## src/rtl/delay_sweep_ctrl_if.sv

```systemverilog
// Handshake/config bundle between the register bank (master) and the
// delay sweep sequencer (slave), including the sequencer's outputs.
interface delay_sweep_ctrl_if #(
  parameter int SEL_W   = 8,
  parameter int DWELL_W = 16
);
  logic               start_i;
  logic               abort_i;
  logic [SEL_W-1:0]   sel_start_i;
  logic [SEL_W-1:0]   sel_stop_i;
  logic [SEL_W-1:0]   step_i;
  logic [DWELL_W-1:0] dwell_i;
  logic [SEL_W-1:0]   sel_o;
  logic               valid_o;
  logic               busy_o;
  logic               step_strobe_o;
  logic               done_o;

  modport master (
    output start_i, abort_i, sel_start_i, sel_stop_i, step_i, dwell_i,
    input  sel_o, valid_o, busy_o, step_strobe_o, done_o
  );

  modport slave (
    input  start_i, abort_i, sel_start_i, sel_stop_i, step_i, dwell_i,
    output sel_o, valid_o, busy_o, step_strobe_o, done_o
  );
endinterface

```

## src/rtl/delay_sweep_ctrl.sv

```systemverilog
// Delay-line tap sweep sequencer: steps sel_o from start to stop, blanking valid_o after each change.
// Optional macro DELAY_SWEEP_LOOP_EN: restart from the latched start value instead of finishing.
//
// state      | meaning
// -----------+-----------------------------------------------------------
// ST_IDLE    | waiting for start, sel_o holds last value
// ST_SETTLE  | select just changed, valid_o blanked for SETTLE cycles
// ST_DWELL   | select stable, valid_o high for the latched dwell count
module delay_sweep_ctrl #(
  parameter int SEL_W   = 8,
  parameter int DWELL_W = 16,
  parameter int SETTLE  = 4
) (
  input logic                clk_i,
  input logic                rst_ni,
  delay_sweep_ctrl_if.slave  bus
);

  typedef enum logic [1:0] {
    ST_IDLE,
    ST_SETTLE,
    ST_DWELL
  } state_e;

  localparam logic [DWELL_W-1:0] SETTLE_LD = DWELL_W'(SETTLE);
  localparam logic [DWELL_W-1:0] CNT_ONE   = DWELL_W'(1);

  state_e             state_q, state_d;
  logic [DWELL_W-1:0] cnt_q, cnt_d;
  logic [DWELL_W-1:0] dwell_q, dwell_d;
  logic [SEL_W-1:0]   sel_q, sel_d;
  logic [SEL_W-1:0]   stop_q, stop_d;
  logic [SEL_W-1:0]   step_q, step_d;
  logic               valid_q, valid_d;
  logic               busy_q, busy_d;
  logic               strobe_q, strobe_d;
  logic               done_q, done_d;
`ifdef DELAY_SWEEP_LOOP_EN
  logic [SEL_W-1:0]   start_q, start_d;
`endif

  logic [SEL_W:0]     next_sum;
  logic               last_step;
  logic [DWELL_W-1:0] dwell_ld;

  // One extra bit catches wrap-around so 250+10 is never issued on an 8-bit select.
  assign next_sum  = {1'b0, sel_q} + {1'b0, step_q};
  assign last_step = (step_q == '0) || next_sum[SEL_W] || (next_sum[SEL_W-1:0] > stop_q);
  assign dwell_ld  = (bus.dwell_i == '0) ? CNT_ONE : bus.dwell_i;

  always_comb begin
    state_d  = state_q;
    cnt_d    = cnt_q;
    dwell_d  = dwell_q;
    sel_d    = sel_q;
    stop_d   = stop_q;
    step_d   = step_q;
    valid_d  = valid_q;
    busy_d   = busy_q;
    strobe_d = 1'b0;
    done_d   = 1'b0;
`ifdef DELAY_SWEEP_LOOP_EN
    start_d  = start_q;
`endif

    if (bus.abort_i) begin
      state_d = ST_IDLE;
      valid_d = 1'b0;
      busy_d  = 1'b0;
    end else begin
      unique case (state_q)
        ST_IDLE: begin
          if (bus.start_i) begin
            stop_d   = bus.sel_stop_i;
            step_d   = bus.step_i;
            dwell_d  = dwell_ld;
            sel_d    = bus.sel_start_i;
`ifdef DELAY_SWEEP_LOOP_EN
            start_d  = bus.sel_start_i;
`endif
            strobe_d = 1'b1;
            cnt_d    = SETTLE_LD;
            valid_d  = 1'b0;
            busy_d   = 1'b1;
            state_d  = ST_SETTLE;
          end
        end

        ST_SETTLE: begin
          if (cnt_q == CNT_ONE) begin
            cnt_d   = dwell_q;
            valid_d = 1'b1;
            state_d = ST_DWELL;
          end else begin
            cnt_d = cnt_q - CNT_ONE;
          end
        end

        ST_DWELL: begin
          if (cnt_q == CNT_ONE) begin
            valid_d = 1'b0;
            if (last_step) begin
              done_d = 1'b1;
`ifdef DELAY_SWEEP_LOOP_EN
              sel_d    = start_q;
              strobe_d = 1'b1;
              cnt_d    = SETTLE_LD;
              state_d  = ST_SETTLE;
`else
              busy_d  = 1'b0;
              state_d = ST_IDLE;
`endif
            end else begin
              sel_d    = next_sum[SEL_W-1:0];
              strobe_d = 1'b1;
              cnt_d    = SETTLE_LD;
              state_d  = ST_SETTLE;
            end
          end else begin
            cnt_d = cnt_q - CNT_ONE;
          end
        end

        default: begin
          state_d = ST_IDLE;
          valid_d = 1'b0;
          busy_d  = 1'b0;
        end
      endcase
    end
  end

  always_ff @(posedge clk_i or negedge rst_ni) begin
    if (!rst_ni) begin
      state_q  <= ST_IDLE;
      cnt_q    <= '0;
      dwell_q  <= '0;
      sel_q    <= '0;
      stop_q   <= '0;
      step_q   <= '0;
      valid_q  <= 1'b0;
      busy_q   <= 1'b0;
      strobe_q <= 1'b0;
      done_q   <= 1'b0;
`ifdef DELAY_SWEEP_LOOP_EN
      start_q  <= '0;
`endif
    end else begin
      state_q  <= state_d;
      cnt_q    <= cnt_d;
      dwell_q  <= dwell_d;
      sel_q    <= sel_d;
      stop_q   <= stop_d;
      step_q   <= step_d;
      valid_q  <= valid_d;
      busy_q   <= busy_d;
      strobe_q <= strobe_d;
      done_q   <= done_d;
`ifdef DELAY_SWEEP_LOOP_EN
      start_q  <= start_d;
`endif
    end
  end

  assign bus.sel_o         = sel_q;
  assign bus.valid_o       = valid_q;
  assign bus.busy_o        = busy_q;
  assign bus.step_strobe_o = strobe_q;
  assign bus.done_o        = done_q;

endmodule

```

## src/flat_wrapper.sv

```systemverilog
// flat-port wrapper written by rule: the top's interface ports become plain ports
module delay_sweep_ctrl_flat 
#(
  parameter int SEL_W   = 8,
  parameter int DWELL_W = 16,
  parameter int SETTLE  = 4
)
  (clk_i, rst_ni, bus_start_i, bus_abort_i, bus_sel_start_i, bus_sel_stop_i, bus_step_i, bus_dwell_i, bus_sel_o, bus_valid_o, bus_busy_o, bus_step_strobe_o, bus_done_o);
  delay_sweep_ctrl_if #(.SEL_W(SEL_W), .DWELL_W(DWELL_W)) bus_i ();
  input logic clk_i;
  input logic rst_ni;
  input wire logic [$bits(bus_i.start_i)-1:0] bus_start_i;
  input wire logic [$bits(bus_i.abort_i)-1:0] bus_abort_i;
  input wire logic [$bits(bus_i.sel_start_i)-1:0] bus_sel_start_i;
  input wire logic [$bits(bus_i.sel_stop_i)-1:0] bus_sel_stop_i;
  input wire logic [$bits(bus_i.step_i)-1:0] bus_step_i;
  input wire logic [$bits(bus_i.dwell_i)-1:0] bus_dwell_i;
  output wire logic [$bits(bus_i.sel_o)-1:0] bus_sel_o;
  output wire logic [$bits(bus_i.valid_o)-1:0] bus_valid_o;
  output wire logic [$bits(bus_i.busy_o)-1:0] bus_busy_o;
  output wire logic [$bits(bus_i.step_strobe_o)-1:0] bus_step_strobe_o;
  output wire logic [$bits(bus_i.done_o)-1:0] bus_done_o;
  assign bus_i.start_i = bus_start_i;
  assign bus_i.abort_i = bus_abort_i;
  assign bus_i.sel_start_i = bus_sel_start_i;
  assign bus_i.sel_stop_i = bus_sel_stop_i;
  assign bus_i.step_i = bus_step_i;
  assign bus_i.dwell_i = bus_dwell_i;
  assign bus_sel_o = bus_i.sel_o;
  assign bus_valid_o = bus_i.valid_o;
  assign bus_busy_o = bus_i.busy_o;
  assign bus_step_strobe_o = bus_i.step_strobe_o;
  assign bus_done_o = bus_i.done_o;
  delay_sweep_ctrl #(.SEL_W(SEL_W), .DWELL_W(DWELL_W), .SETTLE(SETTLE)) u_core (.clk_i(clk_i), .rst_ni(rst_ni), .bus(bus_i));
endmodule
```

## config.mk

```make
export PLATFORM = sky130hd
export DESIGN_NAME = delay_sweep_ctrl_flat
export DESIGN_NICKNAME = d
export VERILOG_FILES = /design/src/rtl/delay_sweep_ctrl_if.sv /design/src/rtl/delay_sweep_ctrl.sv /design/src/flat_wrapper.sv
export SDC_FILE = /design/constraint.sdc
export NUM_CORES = 1
export LEC_CHECK = 0
export BUFFER_PORTS_ARGS = -buffer_cell sky130_fd_sc_hd__buf_2
export CAP_MARGIN = 20
export CORE_MARGIN = 5
export CORE_UTILIZATION = 55
export CTS_CLUSTER_SIZE = 16
export DETAILED_ROUTE_END_ITERATION = 12
export PLACE_DENSITY = 0.77
export RECOVER_POWER = 50
export SLEW_MARGIN = 20
export SYNTH_ARGS = -nofsm -noshare
export SYNTH_HDL_FRONTEND = slang
export SYNTH_SLANG_ARGS = --single-unit
```

## constraint.sdc

```tcl
create_clock -name clk_i -period 4.85 [get_ports clk_i]
set_input_delay 1.2125 -clock clk_i [delete_from_list [all_inputs] [get_ports clk_i]]
set_output_delay 1.2125 -clock clk_i [all_outputs]
set_load 0.005 [all_outputs]
```

==> results of run 1 <==
cells by family after synthesis:
logic type,Yosys count,synth area share
xor gates and xnor gates,7,0.0165
DFF,62,0.418
and+or+nand+nor,110,0.164
AOI/OAI and AO/OA,93,0.166
muxes,40,0.120
buffers and inverters,32,0.0330
adders and majority gates,24,0.0828
per-layer routing:
layer	track usage	part of all wire	vias to the layer above
li1	-	-	1467
met2	0.359	0.49	90
met1	0.278	0.43	1471
met3	0.0328	0.056	14
met4	0.0941	0.022	0
met5	0	0	-
cells in the mapped netlist, drive strengths merged, types with 4 or more instances:
cell type,n
a211oi,4
a21o,4
a21oi,25
and3,6
clkbuf,13
dfrtp,62
ha,23
inv,16
mux2,37
nand2,21
nand2b,5
nand3,7
nand4,5
nor2,22
nor3,12
nor4,11
o21ai,30
o221a,4
or2,6
or3,4
xnor2,6
per-stage QoR:
stage	worst slack [ns]	util
after floorplan	1.40	-
after global placement	1.22	0.607
after detailed placement	1.13	0.607
after CTS	1.11	0.639
after global routing	0.748	0.638
final	1.09	0.638
state kept, by name, indices dropped and copies added (netlist names):
name and flops:
u_core.bus.busy_o 1, u_core.bus.done_o 1, u_core.bus.step_strobe_o 1, u_core.bus.sel_o 8
u_core.bus.valid_o 1, u_core.cnt_q 16, u_core.stop_q 8, u_core.state_q 2
u_core.step_q 8, u_core.dwell_q 16
worst reg2reg max path, delay by kind of cell (launching register included):
| family | cells | cell delay [ns] |
|---|---|---|
| multiplexers | 1 | 0.38 |
| flip-flops | 1 | 0.41 |
| XOR/XNOR | 1 | 0.17 |
| AND/OR/NAND/NOR | 3 | 0.28 |
| buffers and inverters | 1 | 0.20 |
| AO/OA/AOI/OAI | 5 | 1.26 |
| adder cells (fa/ha/maj) | 3 | 0.95 |
cell usage in the layout (no fill, tap or decap), types with 4 or more instances in the layout:
cell type | netlist | final
sky130_fd_sc_hd__nand4_1 | 5 | 5
sky130_fd_sc_hd__buf_2 | 2 | 53
sky130_fd_sc_hd__and3_1 | 6 | 6
sky130_fd_sc_hd__o21ai_1 | 12 | 12
sky130_fd_sc_hd__nand2_1 | 21 | 21
sky130_fd_sc_hd__dfrtp_1 | 62 | 62
sky130_fd_sc_hd__nor2_1 | 22 | 22
sky130_fd_sc_hd__mux2_2 | 36 | 36
sky130_fd_sc_hd__o221a_1 | 4 | 4
sky130_fd_sc_hd__a21oi_1 | 25 | 25
sky130_fd_sc_hd__nor3_1 | 12 | 12
sky130_fd_sc_hd__o21ai_0 | 18 | 18
sky130_fd_sc_hd__a211oi_1 | 4 | 4
sky130_fd_sc_hd__inv_1 | 16 | 16
sky130_fd_sc_hd__nand3_1 | 7 | 7
sky130_fd_sc_hd__nand2b_1 | 5 | 5
sky130_fd_sc_hd__xnor2_1 | 6 | 6
sky130_fd_sc_hd__nor4_1 | 9 | 9
sky130_fd_sc_hd__clkbuf_8 | 0 | 9
sky130_fd_sc_hd__ha_1 | 23 | 23
sky130_fd_sc_hd__or2_2 | 5 | 5
sky130_fd_sc_hd__a21o_1 | 4 | 4
power by group through the flow:
stage                     Combinational (mW)  Sequential (mW)  Clock, mW
final                                   1.72            0.887      0.497
after global routing                    1.90            0.913      0.539
after CTS                               1.71            0.885      0.506
after detailed placement                1.70            0.896          0
after global placement                  1.65            0.883          0
after floorplan                         1.30            0.847          0
cell type report:
| cell class | count | area, um2 | area share |
|---|---|---|---|
| Tap cell | 80 | 100 | 0.0235 |
| Inverter | 16 | 60.1 | 0.0141 |
| Multi-Input combinational cell | 274 | 2040 | 0.479 |
| Clock inverter | 6 | 87.6 | 0.0205 |
| Timing Repair Buffer | 59 | 299 | 0.0701 |
| Sequential cell | 62 | 1550 | 0.364 |
| Clock buffer | 9 | 124 | 0.0290 |
path summary, 6_finish.rpt:
check	from	endpoint	slack (ns)	depth (start not counted)
max reg2reg	u_core.bus.sel_o[0]	u_core.cnt_q[1]	1.09	14
min reg2reg	u_core.stop_q[1]	u_core.stop_q[1]	0.51	1
max	u_core.bus.sel_o[0]	u_core.cnt_q[1]	1.09	14
max in group asynchronous	rst_ni	u_core.dwell_q[13]	1.41	2
min	u_core.stop_q[1]	u_core.stop_q[1]	0.51	1
min in group asynchronous	rst_ni	u_core.stop_q[6]	1.49	1
==> implementation parameters, run 1 <==
Parameter                              Value

Outcome
  Outcome    finished, violations left
  Failing checks    capacitance limit, slew limit

Pwr
  Part of the total power dissipated in the clock network    0.160
  Reported net switching power    about 1.3 mW
  Switching power as a share of total power    0.428
  Internal Power    1.77 mW
  Worst IR Drop VDD    about 0.27 mV
  Power share of the sequential group    0.286
  Combinational power share    0.554
  Overall power of the completed layout    slightly above 3 mW
  Static leakage power    just under 2 nW
  Power per unit of standard cell area    slightly above 700 nW/um2

Clock tree
  CTS Buf Count    9
  H-tree depth reported by CTS    3
  Clock-pin slew reported for the worst setup and hold paths after clock tree synthesis    around 0.070 ns
  Clock root buffer    sky130_fd_sc_hd__clkbuf_8
  Hold-fix buffers at CTS    0
  TritonCTS clock tree    built
  Setup Buffers After CTS    0
  Number of gates resized after cts    0
  Number of sinks on the clock net    62
  Insertion delay to the later sink of the worst-skew pair    between 0.3 and 0.4 ns
  Bufs on Longest Clock Path    2

Placement
  Placed instance area    4060 um2
  Number of placed cells counting well taps    slightly below 500
  HPWL after detailed placement    ~6.5 mm
  RD Place Congestion    ~0.86
  Buffers on Ports    between 50 and 60

Drt
  Number of iterations in the first detailed-routing pass    4
  Remaining design rule violation count    0
  Antenna-violating nets left    0
  Iteration-0 DRC Markers    approximately 190
  Via density per instance    between 6 and 7
  Per-cell routed wire length    about 17 um
  Drt total wl    between 8 and 9 mm
  Via count    just over 3000

Worst setup path
  CP Class    register to register
  Critical-path cell with the highest stage delay    sky130_fd_sc_hd__fa_1
  Kind of cell adding the most delay to the critical path    compound AO/OA/AOI/OAI gates
  Worst setup SP type    register
  Maximum fanout encountered on the critical timing path    12
  List of cells traversed by the critical path    ha_1 -> fa_1 -> a211oi_1 -> o21bai_1 -> a21oi_1 -> xnor2_1 -> ha_1 -> nand4_1 -> nor2_1 -> a211oi_1 -> nor3_1 -> buf_4 -> o21ai_1 -> mux2_2
  Max incr delay on CP    between 0.4 and 0.5 ns
  Required time of the worst setup path    between 5 and 6 ns
  Data arrival, critical path    3.99 ns
  Endpoint type of the worst setup path    register
  WP buf/inv    1

Timing
  Transition time at the pin with the least slew margin    roughly 2.2 ns
  Share of the cycle needed by the critical path after routing    0.775
  Achievable Freq    ~270 MHz
  Maximum clock skew at final layout    0.00918 ns
  Headroom to the max-slew limit    -0.454
  Fin. Hold Viols    0
  Worst hold slack after final layout    0.509 ns
  Total setup violations reported at the end of the flow    0
  Final setup TNS    0 ns
  Minimum clock period after layout    roughly 3.8 ns
  Setup repair after global routing missed its margin    no
  Max Slew Vio Count    a little over 40

Global routing
  Wire length of the first global-routing pass    about 14 mm
  Overall track demand over capacity in global routing    0.216
  Total global routing overflow    0
  Number of antenna violations at the first check in global routing    0
  Maximum number of pins on one net before global-route repair    41
  Number of global-route vias before repair    2998

Synthesis
  Net count after synthesis    436
  Post-synth top area share    0.418
  Count of mapped cells out of synthesis    ~370
  Sequential-to-total area share from yosys stat    0.418
  Main flop type after synthesis    sky130_fd_sc_hd__dfrtp_1
  Distinct cells, synth    52
  Leading post-synthesis cells by cell area    sky130_fd_sc_hd__dfrtp_1 42%, sky130_fd_sc_hd__mux2_2 11%, sky130_fd_sc_hd__ha_1 7.7%, sky130_fd_sc_hd__a21oi_1 3.4%, sky130_fd_sc_hd__o21ai_0 2.4%
  Share of async-settable or async-resettable flops after synthesis    1.00
  Post-Synthesis Cell Area    roughly 3700 um2
  Synthesis Warnings    0
  Number of synthesized flops with an enable pin    0
  Biggest area consumer among synthesized cells    sky130_fd_sc_hd__dfrtp_1
  Synthesis-stage register bit count    62
  Mean instance size in the synthesized netlist    ~10 um2

Final layout
  Number of nets in the finished design    490
  Final design area excluding fillers    about 4300 um2
  Non-filler instance count after layout    506
  Ratio of cells with drive above 1 in the final layout    0.277
  Number of antenna cells inserted    0
  FILL cells    approximately 560
  Area overhead of the layout relative to synthesis    14.7%

Floorplanning
  Starting utilization of the core area    0.556
  Overall die width    approximately 92 um
  Number of placement rows    30
  Top-level port count    56
  Floorplan die height    92.2 um
  Placeable core region    between 6000 and 7000 um2
  DIE AREA    around 8500 um2

Hold path
  Hold WC Path Type    register to register

Run
  Max-capacitance violation count    1
Power figures use the tool's default switching activity.
==> run 2: changes to the inputs <==
Settings changed: ABC_AREA set to 1.
Clock period 4.85 ns to 3.9 ns, I/O delays scaled along.
==> run 2 against run 1 <==
The run still ends with capacitance limit, slew limit left. Synthesized cell count rose by 55%. Routed wire length grew 19%. Combinational power is 62% higher. Fmax rose by 22%.
==> implementation parameters, run 2 <==
Parameter                              Value

Final layout
  Commonest cells after routing, fill and taps aside    209 x sky130_fd_sc_hd__nand2_1, 62 x sky130_fd_sc_hd__dfrtp_1, 54 x sky130_fd_sc_hd__buf_2, 52 x sky130_fd_sc_hd__inv_1, 51 x sky130_fd_sc_hd__nor2_1
  Ratio of cells with drive above 1 in the final layout    0.171 (-0.106)
  Registers with the highest flip-flop counts    u_core.cnt_q: 16 flops, u_core.dwell_q: 16 flops
  Number of antenna cells inserted    0 (unchanged)
  Most common cell after layout, fill and taps aside    sky130_fd_sc_hd__nand2_1
  Layout Utilization    0.638 (about the same)
  FILL cells    695 (+23%)
  Multi-input logic area    2230 um2 (+9.1%)
  Register Area    1550 um2 (unchanged)
  Number of nets in the finished design    691 (+41%)
  Area overhead of the layout relative to synthesis    13.2%

Clock tree
  Clock root buffer    sky130_fd_sc_hd__clkbuf_8
  Bufs on Longest Clock Path    2 (unchanged)
  Setup Buffers After CTS    0 (unchanged)
  TritonCTS clock tree    built
  Clock-pin slew reported for the worst setup and hold paths after clock tree synthesis    0.08 ns (about the same)
  CTS Buf Count    9 (unchanged)
  Number of gates resized after cts    0 (unchanged)
  H-tree depth reported by CTS    3 (unchanged)
  Hold-fix buffers at CTS    0 (unchanged)
  Insertion delay to the later sink of the worst-skew pair    0.35 ns (about the same)
  Number of sinks on the clock net    62 (unchanged)

Synthesis
  Sequential-to-total area share from yosys stat    0.381 (-0.0362)
  Net count after synthesis    638 (+46%)
  Leading post-synthesis cells by cell area    sky130_fd_sc_hd__dfrtp_1 38%, sky130_fd_sc_hd__nand2_1 19%, sky130_fd_sc_hd__ha_1 7.1%, sky130_fd_sc_hd__nand3_1 5.7%, sky130_fd_sc_hd__inv_1 4.8%
  Post-Synthesis Cell Area    4070 um2 (+9.5%)
  Biggest area consumer among synthesized cells    sky130_fd_sc_hd__dfrtp_1
  Share of async-settable or async-resettable flops after synthesis    1.00 (unchanged)
  Synthesis-stage register bit count    62 (unchanged)
  Synthesis Warnings    0 (unchanged)
  Main flop type after synthesis    sky130_fd_sc_hd__dfrtp_1
  Post-synth top area share    0.381 (-0.0362)
  Leading cell types by count after synthesis    209 x sky130_fd_sc_hd__nand2_1, 62 x sky130_fd_sc_hd__dfrtp_1, 52 x sky130_fd_sc_hd__inv_1, 51 x sky130_fd_sc_hd__nor2_1, 46 x sky130_fd_sc_hd__nand3_1
  Cell with the most instances after synthesis    sky130_fd_sc_hd__nand2_1
  Mean instance size in the synthesized netlist    7.14 um2 (-29%)
  Count of mapped cells out of synthesis    570 (+55%)
  Distinct cells, synth    35 (-33%)
  Number of synthesized flops with an enable pin    0 (unchanged)

Worst setup path
  Critical-path cell with the highest stage delay    sky130_fd_sc_hd__dfrtp_1
  Setup slack of the most critical reg-to-reg path    0.83 ns (-0.26 ns)
  Worst setup SP type    register
  Cell type with the highest occurrence count on the critical path    sky130_fd_sc_hd__nand2_1
  Max incr delay on CP    0.42 ns (about the same)
  Endpoint type of the worst setup path    register
  Required time of the worst setup path    4.19 ns (-0.89 ns)
  CP Class    register to register
  List of cells traversed by the critical path    ha_1 -> nand2_1 -> inv_1 -> nand4_1 -> nand3_1 -> or2_2 -> and2_1 -> ha_1 -> nand2_1 -> a21oi_1 -> nor2_1 -> nand2_1 -> nand2_1 -> nand2_2 -> nand3_4 -> nand2_4 -> nand2_1 -> nand2_1
  Data arrival, critical path    3.36 ns (-0.63 ns)
  Maximum fanout encountered on the critical timing path    18 (+6)

Timing
  Minimum clock period after layout    3.07 ns (-0.687 ns)
  Maximum clock skew at final layout    0.0109 ns (+0.00169 ns)
  Transition time at the pin with the least slew margin    2.20 ns (+0.0218 ns)
  Max Slew Vio Count    85 (+110%)
  Final setup TNS    0 ns (unchanged)
  Fin. Hold Viols    0 (unchanged)
  Setup repair after global routing missed its margin    no
  Headroom to the max-slew limit    -0.469 (-0.0145)
  Achievable Freq    326 MHz (+22%)
  Total setup violations reported at the end of the flow    0 (unchanged)
  Share of the cycle needed by the critical path after routing    0.787 (+0.0125)

Placement
  RD Place Congestion    0.946 (+9.5%)
  Buffers on Ports    55 (unchanged)
  HPWL after detailed placement    7.68 mm (+19%)

Run
  Max-capacitance violation count    2 (+1)

Pwr
  Static leakage power    2.50 nW (+30%)
  Worst IR Drop VDD    0.426 mV (+59%)
  Power per unit of standard cell area    996 nW/um2 (+37%)
  Overall power of the completed layout    4.59 mW (+48%)

Global routing
  Number of global-route vias before repair    3765 (+26%)
  Layer carrying the most global-route usage    met2
  Global routing usage on met2    0.400 (+0.0407)
  Met1 usage    0.307 (+0.0283)
  Maximum number of pins on one net before global-route repair    44 (+7.3%)
  Overall track demand over capacity in global routing    0.242 (+0.0267)
  Total global routing overflow    0 (unchanged)
  GR met3 Demand/Resource    0.0524 (+0.0196)
  Wire length of the first global-routing pass    17.1 mm (+18%)
  Number of antenna violations at the first check in global routing    0 (unchanged)

Drt
  Per-cell routed wire length    14.2 um (-17%)
  Drt total wl    10.3 mm (+19%)
  Via count    3815 (+25%)
  Iteration-0 DRC Markers    244 (+31%)
  Number of iterations in the first detailed-routing pass    5 (+1)
  Antenna-violating nets left    0 (unchanged)
  Via density per instance    5.25 (-13%)
  Remaining design rule violation count    0 (unchanged)

Floorplanning
  Top-level port count    56 (unchanged)
  Starting utilization of the core area    0.564 (+0.00782)
  DIE AREA    9220 um2 (+8.4%)
  Number of placement rows    31 (+3.3%)
  Placeable core region    7210 um2 (+8.0%)
  Overall die width    96.0 um (+4.1%)
  Floorplan die height    96.0 um (+4.1%)

Hold path
  Hold WC Path Type    register to register

Outcome
  Outcome    finished, violations left
  Failing checks    capacitance limit, slew limit
run 2: cell types whose count changed after synthesis, sizes merged, moves of 5 or more:
cell / delta
a21oi: -9
mux2: -37
nor2: +40
nor3: -10
nor4: -7
inv: +36
nand2b: -5
nand2: +199
and3: -6
nand3: +40
run 2: metal layers:
layer  wire [um]  part of all wire
met1        4430              0.43
met2        4990              0.48
met3         619             0.060
met4         294             0.028
met5           0                 0
run 2: path summary, 6_finish.rpt:
path,start,endpoint,cells past startpoint
setup reg to reg,u_core.bus.sel_o[3],u_core.cnt_q[8],18
max in group asynchronous,rst_ni,u_core.bus.sel_o[7],2
hold reg to reg,u_core.dwell_q[2],u_core.dwell_q[2],2
min in group asynchronous,rst_ni,u_core.dwell_q[3],1
hold / removal,u_core.dwell_q[2],u_core.dwell_q[2],2
setup / recovery,u_core.bus.sel_o[3],u_core.cnt_q[8],18
run 2: cell families after synthesis:
logic type,share of synthesized area
AO/OA/AOI/OAI,0.0716
XOR/XNOR,0.0129
adder cells (fa/ha/maj),0.0756
buffers and inverters,0.0713
flip-flops,0.381
multiplexers,0.00492
AND/OR/NAND/NOR,0.382
run 2: through the flow:
stage               std cells  setup WS, ns  hold slack (ns)  instance area (um2)
floorplan                 570          1.19            0.434                 4070
global placement          711         0.945            0.456                 4400
detailed placement        711         0.889            0.457                 4400
CTS                       726         0.824            0.477                 4620
global route              726         0.526            0.495                 4610
finish                    726         0.829            0.480                 4610
run 2: final cells by class:
type / instances / share of cell area
well taps: 99 / 0.0269
inverters: 53 / 0.0435
flip-flops and latches: 62 / 0.337
repair buffers: 58 / 0.0630
clock buffers: 10 / 0.0277
multi-input cells: 439 / 0.484
clock inverters: 5 / 0.0185
run 2: power breakdown:
part	switching (mW)	internal, mW	total (mW)
registers	0.247	0.932	1.18
clock network	0.270	0.359	0.629
logic	1.76	1.02	2.78
total	2.28	2.31	4.59
run 2: worst max-delay path, delay by kind of cell (launching register included):
kind	cells	cell delay [ns]
and+or+nand+nor	14	1.72
AOI/OAI and AO/OA	1	0.12
DFF	1	0.42
adders and majority gates	2	0.67
buffers and inverters	1	0.07
==> run 3: changes to the inputs <==
Settings changed: ABC_AREA 1 to 0, CORE_UTILIZATION 55 to 52.
Clock period 3.9 ns to 2.55 ns, I/O delays scaled along.
==> run 3 against run 2 <==
The run ends with setup timing left. Clock power increased by 73%. Largest cell class unchanged. Critical endpoint is now u_core.bus.sel_o[6]. Combinational power grew 110%. Highest routed layer unchanged. Critical path depth decreased by 3. Register-to-register slack worse by 1.9 ns.
==> implementation parameters, run 3 (synthesis gave the netlist of run 1 again) <==
Parameter                              Value

Outcome
  Outcome    finished, violations left
  Failing checks    setup timing

Global routing
  Total global routing overflow    0 (unchanged)
  Maximum number of pins on one net before global-route repair    34 (-23%)
  Number of global-route vias before repair    3614 (-4.0%)
  Overall track demand over capacity in global routing    0.267 (+0.0249)
  Number of antenna violations at the first check in global routing    0 (unchanged)
  Wire length of the first global-routing pass    18.3 mm (+6.9%)

Floorplanning
  Overall die width    94.5 um (-1.5%)
  Floorplan die height    94.5 um (-1.5%)
  Starting utilization of the core area    0.541 (-0.0230)
  Number of placement rows    30 (-3.2%)
  Top-level port count    56 (unchanged)
  Placeable core region    6870 um2 (-4.8%)
  DIE AREA    8940 um2 (-3.0%)

Timing
  Total setup violations reported at the end of the flow    28 (+28)
  Transition time at the pin with the least slew margin    1.29 ns (-0.914 ns)
  Final setup slack of the worst path    -1.09 ns (-1.92 ns)
  Fin. Hold Viols    0 (unchanged)
  Maximum clock skew at final layout    0.0102 ns (-0.000656 ns)
  Headroom to the max-slew limit    0.140 (+0.609)
  Max Slew Vio Count    0 (-100%)
  Achievable Freq    275 MHz (-16%)
  Share of the cycle needed by the critical path after routing    1.43 (+0.639)
  Setup repair after global routing missed its margin    yes
  Minimum clock period after layout    3.64 ns (+0.566 ns)

Final layout
  Area overhead of the layout relative to synthesis    36.7%
  Commonest cells after routing, fill and taps aside    72 x sky130_fd_sc_hd__buf_4, 62 x sky130_fd_sc_hd__dfrtp_1, 54 x sky130_fd_sc_hd__buf_2, 34 x sky130_fd_sc_hd__mux2_2, 21 x sky130_fd_sc_hd__nand2_1
  Number of nets in the finished design    562 (-19%)
  Number of antenna cells inserted    0 (unchanged)
  Ratio of cells with drive above 1 in the final layout    0.461 (+0.290)
  Final design area excluding fillers    5080 um2 (+10%)
  Most common cell after layout, fill and taps aside    sky130_fd_sc_hd__buf_4
  Layout Utilization    0.739 (+0.101)
  Non-filler instance count after layout    595 (-18%)
  FILL cells    474 (-32%)
  Registers with the highest flip-flop counts    u_core.cnt_q: 16 flops, u_core.dwell_q: 16 flops

Clock tree
  Number of sinks on the clock net    62 (unchanged)
  Insertion delay to the later sink of the worst-skew pair    0.36 ns (about the same)
  Clock root buffer    sky130_fd_sc_hd__clkbuf_8
  Bufs on Longest Clock Path    2 (unchanged)
  H-tree depth reported by CTS    3 (unchanged)
  Clock-pin slew reported for the worst setup and hold paths after clock tree synthesis    0.08 ns (about the same)
  CTS Buf Count    9 (unchanged)
  TritonCTS clock tree    built
  Hold-fix buffers at CTS    0 (unchanged)

Worst setup path
  Endpoint type of the worst setup path    register
  Setup slack of the most critical reg-to-reg path    -1.09 ns (-1.92 ns)
  Reg-to-reg startpoint    u_core.bus.sel_o[1]
  Max incr delay on CP    0.39 ns (-0.03 ns)
  Kind of cell adding the most delay to the critical path    compound AO/OA/AOI/OAI gates
  Cell count of the worst reg-to-reg path    15 (-3)
  Worst setup SP type    register
  Reg-to-Reg End    u_core.bus.sel_o[6]
  Maximum fanout encountered on the critical timing path    4 (-14)
  List of cells traversed by the critical path    ha_1 -> a21o_1 -> a221o_1 -> o31a_1 -> nor2_2 -> xnor2_1 -> ha_1 -> nand4_1 -> nor2_2 -> a211oi_2 -> buf_4 -> nor3_4 -> nand4_1 -> buf_6 -> o221a_1
  Required time of the worst setup path    2.79 ns (-1.40 ns)
  Data arrival, critical path    3.88 ns (+0.52 ns)
  Critical-path cell with the highest stage delay    sky130_fd_sc_hd__dfrtp_1
  CP Class    register to register
  WP buf/inv    2 (+1)

Hold path
  Number of instances on the worst hold path    2 (unchanged)
  Hold WC Path Type    input port to register
  Origin of the worst min-delay path    bus_sel_stop_i[3]
  Sink of the worst hold path    u_core.stop_q[3]

Drt
  Iteration-0 DRC Markers    386 (+58%)
  Drt total wl    11.4 mm (+10%)
  Remaining design rule violation count    0 (unchanged)
  Number of iterations in the first detailed-routing pass    5 (unchanged)
  Per-cell routed wire length    19.2 um (+35%)
  Via density per instance    6.06 (+15%)
  Via count    3605 (-5.5%)
  Antenna-violating nets left    0 (unchanged)

Placement
  RD Place Congestion    0.945 (about the same)
  HPWL after detailed placement    7.39 mm (-3.8%)
  Placed instance area    4520 um2 (+2.6%)
  Buffers on Ports    55 (unchanged)
  Number of placed cells counting well taps    557 (-22%)

Pwr
  Overall power of the completed layout    8.71 mW (+90%)
  Static leakage power    2.35 nW (-6.2%)
  Worst IR Drop VDD    0.835 mV (+96%)
  Power per unit of standard cell area    1710 nW/um2 (+72%)

Run
  Max-capacitance violation count    0 (-2)
run 3: layer usage:
metal,global-route usage,vias to the layer above,wire [um]
li1,-,1620,-
met4,0.142,0,437
met1,0.338,1751,4550
met5,0,-,0
met2,0.443,188,5540
met3,0.0390,46,887
run 3: how the worst max path moves through the flow:
stage | cells past startpoint | slack (ns) | end | from
5_1_grt | 15 | -1.23 | u_core.bus.sel_o[3] | u_core.bus.sel_o[0]
4_1_cts | 15 | -0.84 | u_core.bus.sel_o[3] | u_core.bus.sel_o[1]
2_1_floorplan | 14 | -0.73 | u_core.bus.sel_o[7] | u_core.bus.sel_o[1]
3_5_place_dp | 14 | -0.92 | u_core.bus.busy_o | u_core.bus.sel_o[4]
6_report | 15 | -1.09 | u_core.bus.sel_o[6] | u_core.bus.sel_o[1]
3_3_place_gp | 13 | -0.73 | u_core.cnt_q[1] | u_core.bus.sel_o[4]
run 3: where the power goes:
group          leakage (nW)  internal [mW]  switching [mW]
clock                 0.116          0.652           0.439
sequential            0.763           1.37           0.296
combinational          1.47           3.04            2.91
run 3: what timing repair did:
item,CTS,global route
hold endpoints to repair,0,0
endpoints found under the setup margin,28,28
pin swaps,18,12
gates resized for setup,24,13
buffers inserted,17,5
run 3: through the flow:
step	setup slack [ns]	hold WS (ns)	TNS, ns
after floorplan	-0.735	0.342	-14.87
after detailed placement	-0.924	0.495	-21.98
final	-1.09	0.507	-27.09
after global placement	-0.726	0.490	-18.65
after CTS	-0.837	0.269	-20.85
after global routing	-1.23	0.515	-31.49
run 3: cell type report:
type                            count  area, um2  share of cell area
Sequential cell                    62       1550               0.305
Timing Repair Buffer              131        847               0.167
Clock buffer                        9        124              0.0244
Inverter                           16       60.1              0.0118
Clock inverter                      7        123              0.0241
Tap cell                           96        120              0.0237
Multi-Input combinational cell    274       2250               0.444
